$ cat src/rtl/vga_vram_scanout.sv
// VGA 640x480@60 raster generator that scans an IMG_W x IMG_H grayscale image out of VRAM.
// Three-stage pipeline: counters -> registered VRAM address/flags -> registered pixel and syncs.
module vga_vram_scanout #(
    parameter int unsigned H_VISIBLE = 640,
    parameter int unsigned H_FP      = 16,
    parameter int unsigned H_SYNC    = 96,
    parameter int unsigned H_BP      = 48,
    parameter int unsigned V_VISIBLE = 480,
    parameter int unsigned V_FP      = 10,
    parameter int unsigned V_SYNC    = 2,
    parameter int unsigned V_BP      = 33,
    parameter int unsigned IMG_W     = 256,
    parameter int unsigned IMG_H     = 256,
    parameter int unsigned BASE_ADDR = 0,
    parameter int unsigned ADDR_W    = 32
) (
    input  logic              clk,
    input  logic              reset,
    input  logic              pix_en,
    input  logic [7:0]        vram_data,
    output logic [ADDR_W-1:0] vram_addr,
    output logic              hsync,
    output logic              vsync,
    output logic              blank_n,
    output logic [7:0]        rgb_out,
    output logic              frame_start
);

    localparam int unsigned H_TOTAL = H_VISIBLE + H_FP + H_SYNC + H_BP;
    localparam int unsigned V_TOTAL = V_VISIBLE + V_FP + V_SYNC + V_BP;
    localparam int unsigned HW      = $clog2(H_TOTAL);
    localparam int unsigned VW      = $clog2(V_TOTAL);
    localparam logic [ADDR_W-1:0] BASE = ADDR_W'(BASE_ADDR);

    logic [HW-1:0]     h_cnt;
    logic [VW-1:0]     v_cnt;
    logic [31:0]       x;
    logic [31:0]       y;
    logic              h_last;
    logic              v_last;
    logic              visible0;
    logic              in_img0;
    logic              hs0;
    logic              vs0;
    logic              first0;
    logic              visible1;
    logic              in_img1;
    logic              hs1;
    logic              vs1;
    logic              first1;
    logic [ADDR_W-1:0] addr_ptr;

    // Stage 0 decode; "x+1 <= N" form keeps zero-sized images legal without a compare against 0.
    always_comb begin
        x        = 32'(h_cnt);
        y        = 32'(v_cnt);
        h_last   = (x == H_TOTAL - 1);
        v_last   = (y == V_TOTAL - 1);
        visible0 = (x < H_VISIBLE) && (y < V_VISIBLE);
        in_img0  = visible0 && ((x + 32'd1) <= IMG_W) && ((y + 32'd1) <= IMG_H);
        hs0      = !((x >= H_VISIBLE + H_FP) && (x < H_VISIBLE + H_FP + H_SYNC));
        vs0      = !((y >= V_VISIBLE + V_FP) && (y < V_VISIBLE + V_FP + V_SYNC));
        first0   = (h_cnt == '0) && (v_cnt == '0);
    end

    always_ff @(posedge clk or posedge reset) begin
        if (reset) begin
            h_cnt <= '0;
            v_cnt <= '0;
        end else if (pix_en) begin
            if (h_last) begin
                h_cnt <= '0;
                v_cnt <= v_last ? '0 : v_cnt + 1'b1;
            end else begin
                h_cnt <= h_cnt + 1'b1;
            end
        end
    end

    // Incremental address walk; the pointer rewinds at (0,0) so every frame starts at BASE.
    always_ff @(posedge clk or posedge reset) begin
        if (reset) begin
            vram_addr <= BASE;
            addr_ptr  <= BASE;
        end else if (pix_en) begin
            if (first0) begin
                if (in_img0) begin
                    vram_addr <= BASE;
                    addr_ptr  <= BASE + 1'b1;
                end else begin
                    addr_ptr  <= BASE;
                end
            end else if (in_img0) begin
                vram_addr <= addr_ptr;
                addr_ptr  <= addr_ptr + 1'b1;
            end
        end
    end

    always_ff @(posedge clk or posedge reset) begin
        if (reset) begin
            visible1 <= 1'b0;
            in_img1  <= 1'b0;
            hs1      <= 1'b1;
            vs1      <= 1'b1;
            first1   <= 1'b0;
        end else if (pix_en) begin
            visible1 <= visible0;
            in_img1  <= in_img0;
            hs1      <= hs0;
            vs1      <= vs0;
            first1   <= first0;
        end
    end

    // frame_start is rewritten every clk so it can never stretch across disabled cycles.
    always_ff @(posedge clk or posedge reset) begin
        if (reset) begin
            rgb_out     <= '0;
            hsync       <= 1'b1;
            vsync       <= 1'b1;
            blank_n     <= 1'b0;
            frame_start <= 1'b0;
        end else begin
            frame_start <= pix_en && first1;
            if (pix_en) begin
                rgb_out <= in_img1 ? vram_data : 8'd0;
                hsync   <= hs1;
                vsync   <= vs1;
                blank_n <= visible1;
            end
        end
    end

endmodule

$ cat config.mk
export PLATFORM = sky130hd
export DESIGN_NAME = vga_vram_scanout
export DESIGN_NICKNAME = d
export VERILOG_FILES = /design/src/rtl/vga_vram_scanout.sv
export SDC_FILE = /design/constraint.sdc
export NUM_CORES = 1
export LEC_CHECK = 0
export CELL_PAD_IN_SITES_DETAIL_PLACEMENT = 1
export CELL_PAD_IN_SITES_GLOBAL_PLACEMENT = 1
export CORE_MARGIN = 4
export CORE_UTILIZATION = 45
export DETAILED_ROUTE_END_ITERATION = 8
export PLACE_DENSITY_LB_ADDON = 0.05
export REMOVE_ABC_BUFFERS = 1
export SLEW_MARGIN = 10
export SYNTH_ARGS = -nofsm -noshare
export SYNTH_HDL_FRONTEND = slang
export SYNTH_SLANG_ARGS = --single-unit
export TNS_END_PERCENT = 5
$ cat constraint.sdc
create_clock -name clk -period 5.2 [get_ports clk]
set_input_delay 1.56 -clock clk [delete_from_list [all_inputs] [get_ports clk]]
set_output_delay 1.56 -clock clk [all_outputs]
set_load 0.02 [all_outputs]
==> results_dict.tcl <==
set metrics [dict create \
    outcome "completed" \
    grt_pass1_vias 4946 \
    root_buffer "clkbuf_16" \
    path_delay_family "simple AND/OR/NAND/NOR gates" \
    arrival_ns 3.90 \
    drc 0 \
    slowest_delay_ns 0.53 \
    p_leak_nw 2.534 \
    finalCritPeriodShare_pct 70.60 \
    dpl.hpwl_mm 9.861 \
    die_y_um 121.1 \
    final_cell_mix "dfrtp_1 (97), nand2_1 (64), o31ai_1 (54), clkdlybuf4s50_1 (54), o21ai_0 (53)" \
    synth_area_um2 5756 \
    cts_tree "done" \
    overflow 0 \
    numPortBuffers 54 \
    tightest_slew_ns 1.164 \
    drtPass1Iterations 4 \
    min_period_ns 3.671 \
    postCtsSetupBuffers 0 \
    ys_seq_elements 101 \
    cts_hold_buf 0 \
    wire_per_inst_um 19.69 \
    drt-total-wl_mm 15.36 \
    syn2layout_area_growth_pct 14.70 \
    worst_slack_ns 1.529 \
    drive_gt1_share_pct 12.66 \
    crit_slowest_cell "or4_1" \
    num_rows 41 \
    final_nets 621 \
    use_met1_pct 31.05 \
    dieArea_um2 14660 \
    die_width_um 121.1 \
    critPathMaxFanout 40 \
    seq_area_frac_synth_pct 44.00 \
    synth_cells 582 \
    antenna_cells 0 \
    post-place-ws_ns 1.187 \
    insertion_delay_ns 0.35 \
    post_cts_resized 0 \
    routed_via_density 6.022 \
    drv_slew 0 \
    grt_pass1_wl_mm 25.87 \
    cap_violations 0 \
    grt_max_degree 71 \
    met2_usage_pct 35.29 \
    vdd_drop_max_mv 0.1847 \
    slew_headroom_pct 21.96 \
    final_area_um2 6601 \
    grt_busiest_layer "met2" \
    cts_sinks 101 \
    fmax_mhz 272.4 \
    io_pins 55 \
    powerDensity_nw_per_um2 320.9 \
    synth_flop_cell "dfrtp_1" \
    fin_setup_tns_ns 0 \
    track_usage_pct 21.99 \
    hold_class "reg2reg" \
    path_buf_inv 2 \
    drtAntennaViolNets 0 \
    rsz0062_at_grt "no" \
    crit_required_ns 5.43 \
    fillers 1404 \
    num_vias 4697 \
    use_met3_pct 2.984 \
    placed_cell_area_um2 6289 \
    core_area_um2 12570 \
    start_util_pct 45.79 \
    synthArstFlopShare_pct 100.0 \
    crit_type "in2reg" \
    finClkSkew_ns 0.007427 \
    gp_congestion 0.8194 \
    clk_pin_slew_worst_paths_ns 0.06 \
    clk_path_buf_depth 2 \
    grt_antenna_before_repair 0 \
    netlist-cell-type-count 65 \
    setup_viol 0 \
    cts_made_buffers 9 \
    start_kind "primary input" \
    path_cells "clkdlybuf4s50_1 -> buf_4 -> nand4_1 -> or4_1 -> a41o_1 -> o21ai_0 -> nand2_1 -> o41ai_1" \
    layout_commonest_cell "dfrtp_1" \
    yosys_warnings 0 \
    syn_avg_cell_area_um2 9.889 \
    first_iter_violations 293 \
    htreeDepth 3 \
    synth_edf_count 0 \
    reg2reg_setup_slack_ns 1.99 \
    crit_path_end_kind "flop" \
    hold_viol_final 0 \
]
## synth_stat cells, types with 3 or more instances
library cell  number  area (µm²)
a21oi_1           11       55.05
a31oi_1            7       43.79
a41o_1             4       40.04
a41oi_1            5       43.79
and2_1             6       37.54
and3_1            11       68.82
and4_1             6       52.55
buf_1              3       11.26
buf_2             20       100.1
buf_4              9       67.56
buf_6              8       90.09
clkbuf_1          13       48.80
dfrtp_1           97        2427
dfstp_2            4       105.1
ha_1               7       87.58
inv_1             25       93.84
mux2_2             7       78.83
mux2i_1            4       40.04
nand2_1           64       240.2
nand2b_1           4       25.02
nand3_1           26       130.1
nand3_2            3       30.03
nand4_1           14       87.58
nor2_1            23       86.33
nor3_1             6       30.03
nor4_1             5       31.28
o21ai_0           53       265.3
o22ai_1            4       25.02
o31ai_1           54       405.4
o41ai_1            7       61.31
o41ai_2           23       374.1
xnor2_1            6       52.55
xor2_1             3       26.28
## power breakdown
group | switching [mW] | internal [mW]
Combinational | 0.256 | 0.180
Sequential | 0.115 | 0.861
Clock | 0.294 | 0.412
## final timing paths
path                            cells after the start       endpoint      from
min in group asynchronous                           2  vram_addr[13]     reset
worst min register to register                      1    frame_start    first1
worst max register to register                      7    addr_ptr[3]  v_cnt[0]
worst min-delay path                                1    frame_start    first1
max in group asynchronous                           3   addr_ptr[16]     reset
worst max-delay path                                8       v_cnt[7]    pix_en
## per-stage QoR
stage	hold slack (ns)	instances	utilization, %	total power [mW]
2_1_floorplan	0.4494	529	-	1.238
4_1_cts	0.4861	780	52.52	2.141
6_report	0.4832	780	52.52	2.118
3_5_place_dp	0.4713	764	50.03	1.425
5_1_grt	0.5250	780	52.52	2.236
3_3_place_gp	0.4621	764	50.03	1.410
## worst reg2reg max path, delay by kind of cell, from the launching register on
family / cells / cell delay [ns]
and+or+nand+nor: 4 / 2.10
adders and majority gates: 1 / 0.16
buffers and inverters: 1 / 0.13
AOI/OAI and AO/OA: 1 / 0.19
DFF: 1 / 0.50
## cell families after synthesis
kind of cell             after synthesis  share of synthesized area, %
buffers and inverters                 78                         7.152
adder cells (fa/ha/maj)                7                         1.522
flip-flops                           101                         44.00
XOR/XNOR                               9                         1.370
multiplexers                          12                         2.261
AO/OA/AOI/OAI                        187                         25.91
AND/OR/NAND/NOR                      188                         17.78
## layout make-up
type,count,area [µm²],area share [%]
Clock buffer,13,270.3,4.094
Clock inverter,3,42.54,0.6444
Inverter,25,96.34,1.459
Multi-Input combinational cell,403,2836,42.97
Sequential cell,101,2532,38.36
Tap cell,172,215.2,3.260
Timing Repair Buffer,63,608.1,9.212
## state kept, by name, indices dropped and copies added (netlist names), 8 cells and up
name / count
vram_addr: 32
v_cnt: 10
h_cnt: 10
addr_ptr: 32
rgb_out: 8
## routing by layer
layer / share of wire (%) / vias to the layer above
met5: 0 / -
met4: 1.1 / 0
met3: 3.8 / 11
met2: 47 / 82
met1: 48 / 2383
li1: - / 2221
(Power assumes the default switching activity.)
